### src/rtl/inj_scan_ctrl_if.sv
// inj_scan_ctrl_if: control, config and status bundle between the register layer and the scan sequencer
interface inj_scan_ctrl_if #(parameter int CNT_WIDTH = 16);
  logic                 START;
  logic                 STOP;
  logic [CNT_WIDTH-1:0] REPEAT;
  logic [CNT_WIDTH-1:0] PERIOD;
  logic [CNT_WIDTH-1:0] GATE_LEN;
  logic [CNT_WIDTH-1:0] INJ_DELAY;
  logic                 FIFO_NEAR_FULL;
  logic                 GATE;
  logic                 INJ_START;
  logic                 BUSY;
  logic                 STALLED;
  logic                 DONE;
  logic [CNT_WIDTH-1:0] INJ_CNT;
  modport master (
    output START, STOP, REPEAT, PERIOD, GATE_LEN, INJ_DELAY, FIFO_NEAR_FULL,
    input  GATE, INJ_START, BUSY, STALLED, DONE, INJ_CNT
  );
  modport slave (
    input  START, STOP, REPEAT, PERIOD, GATE_LEN, INJ_DELAY, FIFO_NEAR_FULL,
    output GATE, INJ_START, BUSY, STALLED, DONE, INJ_CNT
  );
endinterface

### src/rtl/inj_scan_ctrl.sv
// inj_scan_ctrl: gate-window / injection-start sequencer for charge-injection scans with FIFO back-pressure
module inj_scan_ctrl #(
  parameter int CNT_WIDTH = 16
) (
  input  logic          CLK40,
  input  logic          nRST,
  inj_scan_ctrl_if.slave bus
);
  typedef enum logic [2:0] {IDLE, ARM, GATE_ON, GATE_OFF, FINISH} state_t;
  localparam logic [CNT_WIDTH-1:0] ONE = CNT_WIDTH'(1);
  state_t               state_q, state_d;
  logic [CNT_WIDTH-1:0] t_q, t_d;
  logic [CNT_WIDTH-1:0] cnt_q, cnt_d;
  logic [CNT_WIDTH-1:0] rep_q, rep_d;
  logic [CNT_WIDTH-1:0] on_last_q, on_last_d;
  logic [CNT_WIDTH-1:0] per_last_q, per_last_d;
  logic [CNT_WIDTH-1:0] inj_pt_q, inj_pt_d;
  logic                 gate_q, gate_d;
  logic                 inj_q, inj_d;
  logic                 busy_q, busy_d;
  logic                 stall_q, stall_d;
  logic                 done_q, done_d;
  logic [CNT_WIDTH-1:0] gl, gl_last, per_last, inj_pt;
  // Clamped timing from the live config; P-1 = max(PERIOD, GL+1)-1 is formed without needing GL+1
  always_comb begin
    gl       = (bus.GATE_LEN == '0) ? ONE : bus.GATE_LEN;
    gl_last  = gl - ONE;
    per_last = (bus.PERIOD > gl) ? bus.PERIOD - ONE : gl;
    inj_pt   = (bus.INJ_DELAY < gl_last) ? bus.INJ_DELAY : gl_last;
  end
  // Next state; the FIFO check for every gate after the first happens at the period boundary, so ARM only costs cycles while stalled
  always_comb begin
    state_d    = state_q;
    t_d        = t_q;
    cnt_d      = cnt_q;
    rep_d      = rep_q;
    on_last_d  = on_last_q;
    per_last_d = per_last_q;
    inj_pt_d   = inj_pt_q;
    stall_d    = 1'b0;
    case (state_q)
      IDLE: if (bus.START && !bus.STOP) begin
        state_d    = (bus.REPEAT == '0) ? FINISH : ARM;
        cnt_d      = '0;
        rep_d      = bus.REPEAT;
        on_last_d  = gl_last;
        per_last_d = per_last;
        inj_pt_d   = inj_pt;
      end
      ARM: if (bus.STOP) state_d = FINISH;
        else if (bus.FIFO_NEAR_FULL) stall_d = 1'b1;
        else begin
          state_d = GATE_ON;
          t_d     = '0;
        end
      GATE_ON: if (bus.STOP) state_d = FINISH;
        else begin
          t_d = t_q + ONE;
          if (t_q == on_last_q) begin
            state_d = GATE_OFF;
            cnt_d   = cnt_q + ONE;
          end
        end
      GATE_OFF: if (bus.STOP) state_d = FINISH;
        else if (t_q != per_last_q) t_d = t_q + ONE;
        else if (cnt_q == rep_q) state_d = FINISH;
        else if (bus.FIFO_NEAR_FULL) begin
          state_d = ARM;
          stall_d = 1'b1;
        end else begin
          state_d = GATE_ON;
          t_d     = '0;
        end
      default: state_d = IDLE;
    endcase
  end
  // Outputs are decoded from the next state so that every output is a flop
  always_comb begin
    gate_d = state_d == GATE_ON;
    inj_d  = gate_d && (t_d == inj_pt_d);
    busy_d = state_d inside {ARM, GATE_ON, GATE_OFF};
    done_d = state_d == FINISH;
  end
  // State, counters, shadow config and registered outputs
  always_ff @(posedge CLK40 or negedge nRST) begin
    if (!nRST) begin
      state_q    <= IDLE;
      t_q        <= '0;
      cnt_q      <= '0;
      rep_q      <= '0;
      on_last_q  <= '0;
      per_last_q <= '0;
      inj_pt_q   <= '0;
      gate_q     <= 1'b0;
      inj_q      <= 1'b0;
      busy_q     <= 1'b0;
      stall_q    <= 1'b0;
      done_q     <= 1'b0;
    end else begin
      state_q    <= state_d;
      t_q        <= t_d;
      cnt_q      <= cnt_d;
      rep_q      <= rep_d;
      on_last_q  <= on_last_d;
      per_last_q <= per_last_d;
      inj_pt_q   <= inj_pt_d;
      gate_q     <= gate_d;
      inj_q      <= inj_d;
      busy_q     <= busy_d;
      stall_q    <= stall_d;
      done_q     <= done_d;
    end
  end
  assign bus.GATE      = gate_q;
  assign bus.INJ_START = inj_q;
  assign bus.BUSY      = busy_q;
  assign bus.STALLED   = stall_q;
  assign bus.DONE      = done_q;
  assign bus.INJ_CNT   = cnt_q;
endmodule

### src/flat_wrapper.sv
// flat-port wrapper written by rule: the top's interface ports become plain ports
module inj_scan_ctrl_flat 
#(
  parameter int CNT_WIDTH = 16
)
  (CLK40, nRST, bus_START, bus_STOP, bus_REPEAT, bus_PERIOD, bus_GATE_LEN, bus_INJ_DELAY, bus_FIFO_NEAR_FULL, bus_GATE, bus_INJ_START, bus_BUSY, bus_STALLED, bus_DONE, bus_INJ_CNT);
  inj_scan_ctrl_if #(.CNT_WIDTH(CNT_WIDTH)) bus_i ();
  input  logic CLK40;
  input  logic nRST;
  input wire logic [$bits(bus_i.START)-1:0] bus_START;
  input wire logic [$bits(bus_i.STOP)-1:0] bus_STOP;
  input wire logic [$bits(bus_i.REPEAT)-1:0] bus_REPEAT;
  input wire logic [$bits(bus_i.PERIOD)-1:0] bus_PERIOD;
  input wire logic [$bits(bus_i.GATE_LEN)-1:0] bus_GATE_LEN;
  input wire logic [$bits(bus_i.INJ_DELAY)-1:0] bus_INJ_DELAY;
  input wire logic [$bits(bus_i.FIFO_NEAR_FULL)-1:0] bus_FIFO_NEAR_FULL;
  output wire logic [$bits(bus_i.GATE)-1:0] bus_GATE;
  output wire logic [$bits(bus_i.INJ_START)-1:0] bus_INJ_START;
  output wire logic [$bits(bus_i.BUSY)-1:0] bus_BUSY;
  output wire logic [$bits(bus_i.STALLED)-1:0] bus_STALLED;
  output wire logic [$bits(bus_i.DONE)-1:0] bus_DONE;
  output wire logic [$bits(bus_i.INJ_CNT)-1:0] bus_INJ_CNT;
  assign bus_i.START = bus_START;
  assign bus_i.STOP = bus_STOP;
  assign bus_i.REPEAT = bus_REPEAT;
  assign bus_i.PERIOD = bus_PERIOD;
  assign bus_i.GATE_LEN = bus_GATE_LEN;
  assign bus_i.INJ_DELAY = bus_INJ_DELAY;
  assign bus_i.FIFO_NEAR_FULL = bus_FIFO_NEAR_FULL;
  assign bus_GATE = bus_i.GATE;
  assign bus_INJ_START = bus_i.INJ_START;
  assign bus_BUSY = bus_i.BUSY;
  assign bus_STALLED = bus_i.STALLED;
  assign bus_DONE = bus_i.DONE;
  assign bus_INJ_CNT = bus_i.INJ_CNT;
  inj_scan_ctrl #(.CNT_WIDTH(CNT_WIDTH)) u_core (.CLK40(CLK40), .nRST(nRST), .bus(bus_i));
endmodule
### config.mk
export PLATFORM = sky130hd
export DESIGN_NAME = inj_scan_ctrl_flat
export DESIGN_NICKNAME = d
export VERILOG_FILES = /design/src/rtl/inj_scan_ctrl_if.sv /design/src/rtl/inj_scan_ctrl.sv /design/src/flat_wrapper.sv
export SDC_FILE = /design/constraint.sdc
export NUM_CORES = 1
export LEC_CHECK = 0
export ABC_AREA = 0
export BUFFER_PORTS_ARGS = -buffer_cell sky130_fd_sc_hd__buf_2
export CAP_MARGIN = 20
export CORE_MARGIN = 1
export CORE_UTILIZATION = 36
export DETAILED_ROUTE_END_ITERATION = 6
export PLACE_DENSITY_LB_ADDON = 0.12
export SLEW_MARGIN = 30
export SYNTH_ARGS = -nofsm -noshare
export SYNTH_HDL_FRONTEND = slang
export SYNTH_SLANG_ARGS = --single-unit
### constraint.sdc
create_clock -name CLK40 -period 5.64 [get_ports CLK40]
set_input_delay 1.128 -clock CLK40 [delete_from_list [all_inputs] [get_ports CLK40]]
set_output_delay 1.128 -clock CLK40 [all_outputs]
set_load 0.1 [all_outputs]
==> run_results.csv <==
group,metric,value,unit
clock_tree,ctsHoldBuffers,0,
synthesis,synth-seq-cells,104,
synthesis,synth_fp_nets,927,
synthesis,synth-edff-count,0,
power,power_frac_clock,21.3,%
synthesis,yosysSeqAreaShare,37.2,%
layout,drive_gt1_share,16.6,%
floorplan,start_util,37.0,%
worst_setup_path,worstPathRequired,5890,ps
layout,antenna_cells,0,
clock_tree,cts_root_buffer,"clkbuf_16",
power,pwr-share-comb,37.0,%
synthesis,ys_async_sr_fraction,100,%
floorplan,rows,50,
floorplan,core,18900,µm²
power,p_sw,1140,µW
global_route,antenna_found_initial,0,
placement,io_buffers,89,
placement,pre_cts_ws,-146,ps
clock_tree,numCtsBuffers,9,
worst_setup_path,worstPathMaxFanout,18,
drt,firstDrtPassIters,5,
placement,dpl.hpwl,16.3,mm
clock_tree,path_clk_slew,70,ps
synthesis,synth_area,6990,µm²
job,cap_viol_max_count,0,
floorplan,io_pins,90,
power,p_int,1780,µW
drt,vias,6149,
drt,wl,21.0,mm
placement,gp_congestion,0.876,
hold_path,min-delay-start,"u_core.inj_pt_q[7]",
placement,placed_cells,1167,
worst_setup_path,rr_startpoint,"u_core.t_q[9]",
drt,first_iter_violations,409,
drt,post-route-drc-count,0,
sta,hold_viol_final,0,
layout,syn_to_final_growth,17.3,%
clock_tree,htreeDepth,3,
worst_setup_path,worstPathArrival,5610,ps
power,peakVddDrop,0.158,mV
sta,maxSlewViolCount,0,
floorplan,fp.dieH,141,µm
global_route,grt_pass1_wl,33.5,mm
clock_tree,cts_tree,"yes",
global_route,grt_pass1_vias,5969,
status,outcome,"complete, no violations",
hold_path,worstHoldPathType,"register to register",
global_route,grt.total_usage,21.9,%
power,powerDensity,357,nW/µm²
global_route,grt_overflow,0,
synthesis,yosysUniqueCellTypes,58,
sta,post-route-period-util,95.0,%
drt,postRouteAntennaNets,0,
sta,worst-slew-pin-transition,828,ps
clock_tree,clock_latency,340,ps
synthesis,yosys_warnings,0,
clock_tree,clk_path_buf_depth,2,
worst_setup_path,crit_type,"input pin to register",
worst_setup_path,crit_start,"bus_GATE_LEN[3]",
sta,fmax,187,MHz
floorplan,die_area,20000,µm²
worst_setup_path,end_kind,"register",
power,p_sw_share,39.1,%
worst_setup_path,worstSetupStartpointType,"input pin",
power,pwr-share-seq,41.8,%
drt,routedWlPerCell,17.7,µm
power,leakage,0.00399,µW
floorplan,die_w,141,µm
sta,max_slew_margin,44.4,%
sta,fin_ws,284,ps
clock_tree,cts_sinks,104,
sta,finClkSkew,8.89,ps
layout,fin_nets,1022,
sta,min_period,5360,ps
synthesis,syn_avg_cell_area,8.48,µm²
synthesis,synth_cells,824,
sta,setup_viol,0,
global_route,grt_max_degree,69,
layout,final_cells,1183,
drt,viasPerCell,5.20,
synthesis,synthFlopType,"dfrtp_1",
-- registers in the layout, indices dropped and copies added, names as in the netlist --
name,cells
u_core.rep_q,16
u_core.per_last_q,16
u_core.bus.INJ_START,1
u_core.bus.INJ_CNT,16
u_core.bus.STALLED,1
u_core.bus.DONE,1
u_core.t_q,16
u_core.bus.BUSY,1
u_core.on_last_q,16
u_core.state_q,3
u_core.bus.GATE,1
u_core.inj_pt_q,16
-- power by group through the flow --
stage          clock, µW  sequential [µW]  combinational (µW)
2_1_floorplan          0             1200                 782
6_report             622             1220                1080
3_5_place_dp           0             1230                1090
4_1_cts              643             1230                1090
5_1_grt              668             1260                1220
3_3_place_gp           0             1240                1080
-- area by class of cell --
type | instances | area [µm²]
tap | 260 | 325
sequential | 104 | 2600
clock buffer | 10 | 229
multi-input combinational | 634 | 4070
timing repair buffer | 126 | 742
clock inverter | 5 | 58.8
inverter | 44 | 165
fill | 1980 | 10700
-- metrics by stage --
step                      total power (µW)  setup TNS, ps  instance area [µm²]  hold slack, ps  util (%)
final                                 2920              0                 8200             494      43.4
after global routing                  3150          -18.0                 8200             520      43.4
after CTS                             2960              0                 8170             492      43.2
after detailed placement              2320           -146                 7880             467      41.7
after global placement                2310              0                 7880             465      41.7
after floorplan                       1980              0                 6990             445         -
-- worst max-delay path, cell delays in order --
cell and delay (ps):
buf_2 100, or4_1 570, nor4_2 350, nor2_1 110, ha_1 200, nand3_1 90, nor3_1 70, nand3_1 100
xnor2_1 90, ha_1 320, nand4_1 140, nor2_2 160, o211ai_1 130, nor4bb_2 380, a211o_1 230, buf_12 160
nor2_1 50, a221o_1 290, xor2_1 150, or4_4 530, nor4_2 250
-- synth_stat cells (all sizes together), types with 4 or more instances --
| cell | n | area share, % |
|---|---|---|
| xor2 | 67 | 8.4 |
| nand3 | 16 | 1.1 |
| mux2i | 9 | 1.3 |
| a221o | 8 | 1.1 |
| a21oi | 40 | 2.9 |
| nand4 | 13 | 1.2 |
| inv | 42 | 2.3 |
| clkbuf | 37 | 2.0 |
| a31oi | 6 | 0.54 |
| nor4 | 27 | 2.5 |
| o21a | 6 | 0.64 |
| a211o | 4 | 0.50 |
| and3 | 7 | 0.63 |
| ha | 34 | 6.1 |
| nor2b | 8 | 0.72 |
| o21ai | 35 | 2.5 |
| nor2 | 61 | 3.3 |
| nand2 | 120 | 6.4 |
| xnor2 | 31 | 3.9 |
| o31ai | 20 | 2.1 |
| a21o | 17 | 1.8 |
| nand2b | 5 | 0.45 |
| buf | 5 | 0.52 |
| nor3 | 37 | 2.7 |
| or3 | 13 | 1.2 |
| dfrtp | 104 | 37 |
| o41ai | 4 | 0.50 |
| or4 | 6 | 0.75 |
-- repair_timing --
item	in CTS	in global routing
endpoints found under the setup margin	0	1
gates resized for setup	0	4
buffers inserted	0	1
endpoints found under the hold margin	0	0
-- routing by layer --
| metal | track usage (%) | share of wire [%] |
|---|---|---|
| met2 | 35.7 | 47 |
| met3 | 2.36 | 2.7 |
| met4 | 4.52 | 1.0 |
| met5 | 0 | 0 |
| met1 | 31.4 | 49 |
-- cell families after synthesis --
logic type / share of synthesized area [%]
adders and majority gates: 6.09
and+or+nand+nor: 22.4
muxes: 1.29
buffers and inverters: 4.87
xor gates and xnor gates: 12.3
DFF: 37.2
AOI/OAI and AO/OA: 15.8
-- layout by cell type (no fill, tap or decap), types with 9 or more instances in the layout --
master	count
ha_1	34
nand4_1	13
o21ai_0	32
dfrtp_1	104
a21o_1	17
clkbuf_16	9
nor2_1	60
o31ai_1	20
inv_1	42
buf_2	88
buf_4	36
nand2_1	120
xor2_1	67
nor4_1	25
mux2i_1	9
nor3_1	36
xnor2_1	31
or3_1	13
a21oi_1	40
nand3_1	15
-- path summary, 6_finish.rpt --
path / endpoint / slack (ps) / depth (start not counted)
worst max-delay path: u_core.bus.INJ_START / 280 / 21
worst min-delay path: u_core.inj_pt_q[7] / 490 / 2
worst max register to register: u_core.bus.INJ_START / 1650 / 10
worst min register to register: u_core.inj_pt_q[7] / 490 / 2
max in group asynchronous: u_core.on_last_q[6] / 3950 / 2
min in group asynchronous: u_core.bus.INJ_CNT[12] / 780 / 1
Power figures use the tool's default switching activity.
